**src/rtl/fetch.sv**
```systemverilog
// fetch: instruction-fetch PC register; advances by 4 or loads a branch target each cycle.
module fetch #(
    parameter int N = 64
) (
    input  logic         PCSrc_F,
    input  logic         clk,
    input  logic         reset,
    input  logic [N-1:0] PCBranch_F,
    output logic [N-1:0] imem_addr_F
);
    logic [N-1:0] pc_q, pc_d, pc_plus4;
    always_comb begin
        pc_plus4 = pc_q + N'(4);
        pc_d     = PCSrc_F ? PCBranch_F : pc_plus4;
    end
    always_ff @(posedge clk or negedge reset) begin
        if (!reset) pc_q <= '0;
        else        pc_q <= pc_d;
    end
    assign imem_addr_F = pc_q;
endmodule

```
**config.mk**
```make
export PLATFORM = sky130hd
export DESIGN_NAME = fetch
export DESIGN_NICKNAME = d
export VERILOG_FILES = /design/src/rtl/fetch.sv
export SDC_FILE = /design/constraint.sdc
export NUM_CORES = 1
export LEC_CHECK = 0
export ABC_AREA = 1
export CAP_MARGIN = 20
export CORE_UTILIZATION = 40
export CTS_BUF_LIST = sky130_fd_sc_hd__clkbuf_16
export CTS_CLUSTER_DIAMETER = 30
export CTS_CLUSTER_SIZE = 12
export DETAILED_ROUTE_END_ITERATION = 10
export HOLD_SLACK_MARGIN = 0.05
export PLACE_DENSITY_LB_ADDON = 0.3
export SETUP_SLACK_MARGIN = 0.2
export SYNTH_ARGS = -nofsm -noshare
export SYNTH_HDL_FRONTEND = slang
export SYNTH_SLANG_ARGS = --single-unit
```
**constraint.sdc**
```tcl
create_clock -name clk -period 1.67 [get_ports clk]
set_clock_uncertainty 0.2 [all_clocks]
set_input_delay 0.4175 -clock clk [delete_from_list [all_inputs] [get_ports clk]]
set_output_delay 0.4175 -clock clk [all_outputs]
set_load 0.005 [all_outputs]
```
==> impl_metrics.csv, run 1 <==
group,metric,value,unit
cells_and_area,area_growth,115,%
setup_path,timing.rr.start,"imem_addr_F[3]$_DFF_PN0_",
cells_and_area,nets,1126,
logic_synthesis,synth_top_family_by_area,"simple AND/OR/NAND/NOR gates",
pwr,power_frac_clock,30.3,%
outcome,violations,"negative setup slack",
setup_path,required,1640,ps
cts,ctsHtreeMaxLevel,3,
pwr,power_density,626,nW/um^2
logic_synthesis,ys_ff_latch,64,
logic_synthesis,yosysWarningCount,0,
sta,clock.fmax,442,MHz
sta,drv_slew,0,
outcome,outcome,"finished with violations",
worst_hold_path,min_delay_path_depth,2,
cells_and_area,antenna-diode-count,0,
placed_design,portBuffers,130,
sta,setup_ws,-593,ps
floorplan,rows,37,
sta,final_hold_viol_count,0,
logic_synthesis,synth_fa_ha_area_share,0.288,%
floorplan,fp.dieH,106,microns
detailed_routing,dr.pass1.iters,7,
setup_path,worstPathMaxFanout,3,
worst_hold_path,hold_path.startpoint,"imem_addr_F[1]$_DFFE_PN0P_",
cts,clk-insertion-delay-late,350,ps
floorplan,io_pins,131,
detailed_routing,antenna_left,0,
placed_design,dpl.hpwl,12800,microns
setup_path,cp-end-kind,"flip-flop",
sta,tns,-17670,ps
cts,cts_sinks,64,
global_routing,grt_max_degree,65,
cts,clk_pin_slew,70,ps
logic_synthesis,syn_nets,748,
floorplan,start_util,41.8,%
cells_and_area,drive_gt1_share,53.3,%
global_routing,grt_pass1_wl,32900,microns
setup_path,cp.arrival,2240,ps
setup_path,reg2reg_slack,-590,ps
pwr,intPower,3880,uW
worst_hold_path,min_to,"imem_addr_F[1]$_DFFE_PN0P_",
logic_synthesis,synth_xor_area_share,4.83,%
setup_path,crit_type,"reg -> reg",
logic_synthesis,synth_cells,680,
detailed_routing,drtIter0Drc,961,
pwr,switching_share,33.7,%
detailed_routing,post_drt_via_cell_ratio,5.85,
pwr,ir_drop,504,uV
global_routing,antenna_found_initial,0,
cts,cts_buffers,9,
floorplan,die_w,106,microns
global_routing,grt-ovfl-total,0,
logic_synthesis,synth_area,4350,sq um
logic_synthesis,yosys.area_share.simple,45.5,%
sta,worst_pin_slew,646,ps
pwr,power,5860,uW
cts,cts_tree,"yes",
setup_path,critical_path.startpoint_type,"flip-flop",
logic_synthesis,muxShareOfSynthArea,0,%
sta,period_needed,2260,ps
global_routing,grt_pass1_vias,6439,
sta,rsz0062_at_grt,"true",
detailed_routing,vias,7013,
global_routing,grt_usage,38.2,%
pwr,combPwrFrac,38.0,%
logic_synthesis,ys_seq_area_share,36.8,%
flow_run,drv_cap,0,
sta,fin_worst_hold_slack,330,ps
sta,finalSetupViolCount,82,
pwr,p_leak,0.00465,uW
detailed_routing,wire_per_inst,22.8,microns
detailed_routing,wirelength,27300,microns
sta,finalCritPeriodShare,136,%
logic_synthesis,avgSynthCellArea,6.40,sq um
floorplan,core-area,10400,sq um
setup_path,r2r_end,"imem_addr_F[11]$_DFF_PN0_",
pwr,p_seq_share,31.7,%
setup_path,r2r_cells,8,
detailed_routing,drcViolationCount,0,
worst_hold_path,hold_path.class,"reg -> reg",
logic_synthesis,ys_types,24,
placed_design,place_congestion,0.938,
pwr,switching_power,1980,uW
cells_and_area,largest_reg_flops,64,
logic_synthesis,synth-compound-area-share,6.50,%
floorplan,dieArea,11300,sq um
cts,clockBufferDepth,2,
cts,ctsRootBufferMaster,"clkbuf_16",
sta,maxSlewHeadroom,56.7,%
power groups by stage:
stage	combinational, uW	sequential, uW	clock (uW)
3_3_place_gp	1140	1910	0
5_1_grt	2310	1860	1800
4_1_cts	1780	1820	1680
3_5_place_dp	1160	1910	0
2_1_floorplan	382	1890	0
6_report	2230	1860	1770
cell usage after synthesis (all sizes together):
cell type  instances  area (sq um)
o21ai             34           170
dfrtp             64          1600
nand2            293          1140
o21bai            13          97.6
nand3b             1          7.51
nand4              7          43.8
clkbuf            11          41.3
nor2             121           534
nand3             49           245
xnor2             11          96.3
xor2              13           114
inv               55           206
nor3               1          5.00
a21oi              3          15.0
ha                 1          12.5
buf                3          13.8
placed cells by master (no fill, tap or decap), types with 29 or more instances in the layout:
cell / count
buf_4: 146
buf_6: 142
clkdlybuf4s50_1: 64
dfrtp_1: 50
inv_1: 49
nand2_1: 201
nand2_2: 56
nand2_4: 34
nor2_1: 36
nor2_2: 29
nor2_4: 54
worst max-delay path: stages (launching register included):
cell and delay (ps):
dfrtp_2 390, buf_6 120, buf_6 110, nand3_4 90, nor2_4 270, nand2_4 120
buf_6 130, xor2_1 130, o21ai_1 520
metal layers:
metal	part of all wire (%)	track usage, %	vias up	wire, microns
met5	0	0	-	0
met4	7.1	18.6	0	1940
met3	12	6.44	201	3270
met2	46	64.1	669	12600
met1	35	47.5	3265	9560
li1	-	-	2878	-
area by class of cell:
cell class / count / area, sq um
tap: 136 / 170
clock inverter: 7 / 32.5
timing repair buffer: 381 / 3550
fill: 460 / 1060
clock buffer: 9 / 225
inverter: 55 / 216
sequential: 64 / 1620
multi-input combinational: 547 / 3550
kinds of logic (layout without fill, tap and decap cells):
family          after synthesis  after routing
xor+xnor                     24             24
simple gates                472            472
compound gates               50             50
flops                        64             64
fa+ha+maj                     1              1
buf+inv                      69            452
how the worst max path moves through the flow:
stage / end / slack [ps] / start
after floorplan: imem_addr_F[42]$_DFF_PN0_ / 50 / imem_addr_F[11]$_DFF_PN0_
after global placement: imem_addr_F[41]$_DFF_PN0_ / -130 / imem_addr_F[18]$_DFF_PN0_
after detailed placement: imem_addr_F[41]$_DFF_PN0_ / -140 / imem_addr_F[18]$_DFF_PN0_
after CTS: imem_addr_F[54]$_DFF_PN0_ / -130 / imem_addr_F[4]$_DFF_PN0_
after global routing: imem_addr_F[62]$_DFF_PN0_ / -600 / imem_addr_F[26]$_DFF_PN0_
final: imem_addr_F[11]$_DFF_PN0_ / -590 / imem_addr_F[3]$_DFF_PN0_
per-stage QoR:
| step | setup slack [ps] | area (sq um) | util (%) | cells |
|---|---|---|---|---|
| CTS | -134 | 8490 | 81.5 | 1162 |
| floorplan | 53.4 | 4430 | - | 680 |
| detailed placement | -144 | 6640 | 63.7 | 1032 |
| global placement | -130 | 6640 | 63.7 | 1032 |
| finish | -593 | 9360 | 89.8 | 1199 |
| global route | -597 | 9360 | 89.8 | 1199 |
what timing repair did:
item                       in CTS  in global routing
buffers inserted              113                 37
hold buffers                    1                  0
pin swaps                      83                 86
gates resized for setup       520                166
setup endpoints to repair     120                121
hold endpoints to repair       64                  0
(Power assumes the default switching activity.)
==> run 2: changes to the inputs <==
Settings changed: CELL_PAD_IN_SITES_DETAIL_PLACEMENT set to 1, CELL_PAD_IN_SITES_GLOBAL_PLACEMENT set to 2, CORE_UTILIZATION 40 to 22.
==> run 2 against run 1 <==
The flow still finishes with violations (negative setup slack). Count of clock-buffer cells in the layout stayed put. Register-to-register slack gained 210 ps. Worst hold slack got worse by 49 ps. Final cell count up 14%. Maximum frequency rose by 10%. Power grew 3.5%. Combinational power is 4% higher. Clock power grew 6%. Routed wire length is 5.7% lower. Sequential share of layout area fell by 1.1 points.
==> impl_metrics.csv, run 2 (synthesis gave the netlist of run 1 again) <==
group,metric,value,unit
pwr,p_seq_share,30.6,%
sta,final_hold_viol_count,0,
sta,rsz0062_at_grt,"true",
sta,setup_ws,-384,ps
detailed_routing,vias,6167,
cells_and_area,final_common_cell,"nand2_1",
floorplan,rows,51,
sta,finalCritPeriodShare,123,%
sta,drv_slew,0,
setup_path,cp_slowest_cell,"dfrtp_1",
pwr,power_density,606,nW/um^2
floorplan,core-area,19400,sq um
cts,clk_pin_slew,60,ps
global_routing,grt_pass1_vias,6652,
placed_design,dp_cells,1194,
global_routing,busiest_layer,"met2",
cells_and_area,antenna-diode-count,0,
placed_design,place_congestion,0.897,
outcome,violations,"negative setup slack",
global_routing,met3_usage,3.16,%
cells_and_area,instances_no_fill,1368,
setup_path,reg2reg_slack,-380,ps
pwr,intPower,4170,uW
sta,clock.fmax,487,MHz
sta,finalSetupViolCount,85,
pwr,switching_share,31.2,%
cts,clk-insertion-delay-late,350,ps
global_routing,antenna_found_initial,0,
setup_path,worstPathMaxFanout,5,
pwr,switching_power,1890,uW
detailed_routing,wire_per_inst,18.8,microns
floorplan,fp.dieH,143,microns
cells_and_area,area_growth,130,%
floorplan,dieArea,20300,sq um
floorplan,io_pins,131,
cts,cts_sinks,64,
sta,tns,-11520,ps
pwr,p_leak,0.00492,uW
worst_hold_path,hold_path.class,"reg -> reg",
sta,period_needed,2050,ps
setup_path,critical_path.startpoint_type,"flip-flop",
global_routing,grt-ovfl-total,0,
pwr,ir_drop,401,uV
global_routing,met2_usage,43.7,%
setup_path,cp-end-kind,"flip-flop",
flow_run,drv_cap,0,
placed_design,portBuffers,130,
detailed_routing,wirelength,25800,microns
floorplan,start_util,22.4,%
cts,clockBufferDepth,2,
cts,ctsHtreeMaxLevel,3,
pwr,power,6060,uW
setup_path,path_delay_family,"simple AND/OR/NAND/NOR gates",
detailed_routing,dr.pass1.iters,4,
setup_path,worst_path_largest_cell_delay,410,ps
sta,maxSlewHeadroom,73.9,%
global_routing,grt_usage,24.3,%
setup_path,cp.arrival,2140,ps
setup_path,setup.worst_path.end,"imem_addr_F[22]$_DFF_PN0_",
setup_path,path_buf_inv,2,
cells_and_area,drive_gt1_share,55.4,%
cts,cts_buffers,9,
cells_and_area,nets,1168,
setup_path,crit_type,"reg -> reg",
setup_path,r2r_end,"imem_addr_F[22]$_DFF_PN0_",
detailed_routing,antenna_left,0,
detailed_routing,post_drt_via_cell_ratio,4.51,
setup_path,crit_start,"imem_addr_F[7]$_DFF_PN0_",
pwr,combPwrFrac,38.4,%
sta,worst_pin_slew,391,ps
cells_and_area,layout_common_cells,"nand2_1, buf_6, buf_4",
placed_design,dpl.hpwl,16700,microns
placed_design,pre_cts_ws,-382,ps
detailed_routing,drtIter0Drc,192,
outcome,outcome,"finished with violations",
floorplan,die_w,143,microns
cells_and_area,largest_reg_flops,64,
detailed_routing,drcViolationCount,0,
setup_path,required,1750,ps
cts,ctsRootBufferMaster,"clkbuf_16",
sta,fin_worst_hold_slack,281,ps
setup_path,path_cells,"buf_6 > nand2_2 > nor2_4 > nand2_4 > nor2_8 > nand2_4 > a21oi_2 > o21ai_1 > buf_4 > nand2_2",
cts,cts_tree,"yes",
global_routing,grt_pass1_wl,36500,microns
global_routing,met1_usage,29.5,%
setup_path,r2r_cells,10,
global_routing,grt_max_degree,65,
setup_path,worst-path-stages,10,
setup_path,timing.rr.start,"imem_addr_F[7]$_DFF_PN0_",
pwr,power_frac_clock,31.0,%
run 2: worst min-delay path, cell delays in order, from the launching register on:
cell and delay (ps):
dfrtp_1 350, nand2_1 60, nand2_1 50
run 2: metal layers:
metal	vias up	routed length [microns]
met4	0	832
met2	136	13200
met5	-	0
li1	2950	-
met3	49	1190
met1	3032	10600
run 2: layout make-up:
cell class                 count  area, sq um
multi-input combinational    547         3550
timing repair buffer         423         4020
clock inverter                 5         50.0
inverter                      55          209
clock buffer                   9          225
tap                          265          332
fill                        2354         9400
sequential                    64         1620
run 2: per-stage QoR:
| step | instance area (sq um) | utilization [%] |
|---|---|---|
| final | 10000 | 51.5 |
| after global routing | 10000 | 51.5 |
| after CTS | 9170 | 47.3 |
| after detailed placement | 7040 | 36.3 |
| after global placement | 7040 | 36.3 |
| after floorplan | 4430 | - |
run 2: worst min path at each step:
stage	start	end	slack, ps	depth (start not counted)
after floorplan	reset	imem_addr_F[0]$_DFFE_PN0P_	-80	0
after global placement	imem_addr_F[0]$_DFFE_PN0P_	imem_addr_F[0]$_DFFE_PN0P_	270	2
after detailed placement	imem_addr_F[1]$_DFFE_PN0P_	imem_addr_F[1]$_DFFE_PN0P_	270	2
after CTS	imem_addr_F[1]$_DFFE_PN0P_	imem_addr_F[1]$_DFFE_PN0P_	290	2
after global routing	imem_addr_F[1]$_DFFE_PN0P_	imem_addr_F[1]$_DFFE_PN0P_	330	2
final	imem_addr_F[1]$_DFFE_PN0P_	imem_addr_F[1]$_DFFE_PN0P_	280	2
run 2: power groups by stage:
| stage | sequential (uW) | combinational [uW] | clock, uW |
|---|---|---|---|
| after floorplan | 1890 | 382 | 0 |
| after global placement | 1890 | 1310 | 0 |
| after detailed placement | 1900 | 1330 | 0 |
| after CTS | 1830 | 2010 | 1900 |
| after global routing | 1870 | 2480 | 1970 |
| final | 1860 | 2330 | 1880 |
run 2: timing repair:
item	CTS	global route
endpoints found under the hold margin	64	0
gates cloned	0	0
resized for setup	555	166
setup endpoints to repair	120	122
setup buffers	126	33
pin swaps	58	58
hold buffers	1	0
==> run 3: changes to the inputs <==
Settings changed: CORE_UTILIZATION 22 to 25, PLACE_DENSITY set to 0.88, PLACE_DENSITY_LB_ADDON 0.3 to not set.
Clock period 1.67 ns to 2.32 ns, I/O delays scaled along.
==> run 3 against run 2 <==
The flow now finishes without violations. Global-route usage decreased by 4.3 points. Via count decreased by 24%. Critical path type is now reg -> out. Worst hold slack got worse by 230 ps. Final cell count decreased by 24%. Critical path depth decreased by 9. Largest power group is now registers.
==> impl_metrics.csv, run 3 (synthesis gave the netlist of run 1 again) <==
group,metric,value,unit
cts,clk-insertion-delay-late,350,ps
detailed_routing,post_drt_via_cell_ratio,4.51,
setup_path,crit_type,"reg -> out",
cells_and_area,nets,888,
pwr,power_density,528,nW/um^2
cts,cts_buffers,9,
global_routing,grt_usage,20.1,%
cells_and_area,largest_reg_flops,64,
global_routing,antenna_found_initial,0,
outcome,outcome,"complete, no violations",
setup_path,path_cells,"clkdlybuf4s50_1",
global_routing,grt_pass1_wl,27300,microns
sta,finalCritPeriodShare,91.5,%
floorplan,start_util,25.9,%
cts,clk_pin_slew,50,ps
global_routing,grt_max_degree,65,
cts,clockBufferDepth,2,
cells_and_area,area_growth,45.3,%
sta,finalSetupViolCount,0,
floorplan,io_pins,131,
sta,maxSlewHeadroom,73.0,%
global_routing,grt_pass1_vias,4938,
detailed_routing,vias,4711,
placed_design,portBuffers,130,
setup_path,worst_path_largest_cell_delay,540,ps
cts,ctsRootBufferMaster,"clkbuf_16",
placed_design,pre_cts_ws,246,ps
cells_and_area,antenna-diode-count,0,
floorplan,rows,47,
setup_path,required,1540,ps
setup_path,cp.arrival,1340,ps
cts,cts_tree,"yes",
setup_path,critical_path.startpoint_type,"flip-flop",
cells_and_area,fillCellCount,2149,
setup_path,path_buf_inv,1,
floorplan,fp.dieH,134,microns
cts,cts_sinks,64,
sta,rsz0062_at_grt,"true",
detailed_routing,wirelength,17200,microns
detailed_routing,dr.pass1.iters,4,
setup_path,cp-end-kind,"output pin",
placed_design,dpl.hpwl,13800,microns
global_routing,grt-ovfl-total,0,
cells_and_area,layout_common_cells,"nand2_1, clkdlybuf4s50_1, nor2_1",
floorplan,dieArea,17900,sq um
sta,period_needed,2120,ps
worst_hold_path,hold_path.class,"in -> async",
flow_run,drv_cap,0,
sta,drv_slew,0,
sta,clock.fmax,471,MHz
detailed_routing,drtIter0Drc,217,
floorplan,core-area,16800,sq um
cts,hold_buffers,0,
sta,tns,0,ps
setup_path,path_delay_family,"buffers and inverters",
sta,setup_ws,196,ps
sta,worst_pin_slew,402,ps
placed_design,place_congestion,0.881,
setup_path,worstPathMaxFanout,5,
pwr,p_leak,0.00274,uW
cells_and_area,drive_gt1_share,11.5,%
sta,final_hold_viol_count,0,
cells_and_area,final_common_cell,"nand2_1",
cts,ctsHtreeMaxLevel,3,
setup_path,cp_slowest_cell,"clkdlybuf4s50_1",
pwr,ir_drop,379,uV
floorplan,die_w,134,microns
detailed_routing,antenna_left,0,
detailed_routing,drcViolationCount,0,
detailed_routing,wire_per_inst,16.4,microns
## run 3: changes by cell type in the layout (fill, tap and decap cells not counted), moves of 48 or more
cell and change:
buf_4 -148, buf_6 -179, clkdlybuf4s50_1 +62, nand2_1 +83
nand2_2 -48, nor2_1 +77, nor2_4 -55
## run 3: cell type report
type,instances,area [sq um],area share [%]
clock buffer,9,225,3.56
clock inverter,7,30.0,0.475
inverter,55,206,3.27
multi-input combinational,547,2510,39.7
sequential,64,1640,26.0
tap,220,275,4.36
timing repair buffer,143,1430,22.6
## run 3: timing repair
item,in CTS,in global routing
cloned,0,0
resized for setup,18,25
endpoints found under the setup margin,20,33
setup buffers,2,5
## run 3: layer usage
metal  share of wire, %  vias up  global-route usage [%]
met4                1.3        0                    6.12
met3                4.0       16                    2.76
met2                 46       95                    32.3
met1                 49     2209                    27.7
li1                   -     2391                       -
met5                  0        -                       0
## run 3: final timing paths
check                                                 from                          to  slack [ps]  cells after the start
worst max-delay path              imem_addr_F[2]$_DFF_PN0_              imem_addr_F[2]         200                      1
worst min-delay path                                 reset    imem_addr_F[2]$_DFF_PN0_          50                      2
worst max register to register   imem_addr_F[30]$_DFF_PN0_   imem_addr_F[60]$_DFF_PN0_         340                     10
worst min register to register  imem_addr_F[0]$_DFFE_PN0P_  imem_addr_F[0]$_DFFE_PN0P_         280                      2
max in group asynchronous                            reset   imem_addr_F[43]$_DFF_PN0_        1520                      2
min in group clk                imem_addr_F[0]$_DFFE_PN0P_  imem_addr_F[0]$_DFFE_PN0P_         280                      2
## run 3: through the flow
step                      cells  area [sq um]  util [%]  hold WS, ps  total power, uW
after global routing       1045          6320      37.7         85.9             3500
after global placement     1022          5940      35.5          273             2100
after floorplan             680          4350         -         84.4             1620
after CTS                  1040          6230      37.2         69.6             3350
after detailed placement   1022          5940      35.5          275             2110
final                      1045          6320      37.7         49.8             3330
## run 3: report_power, final
group,internal [uW],leakage (uW),switching (uW)
Clock,701,0.000133,524
Combinational,407,0.00187,316
Sequential,1230,0.000740,156
Total,2340,0.00274,995
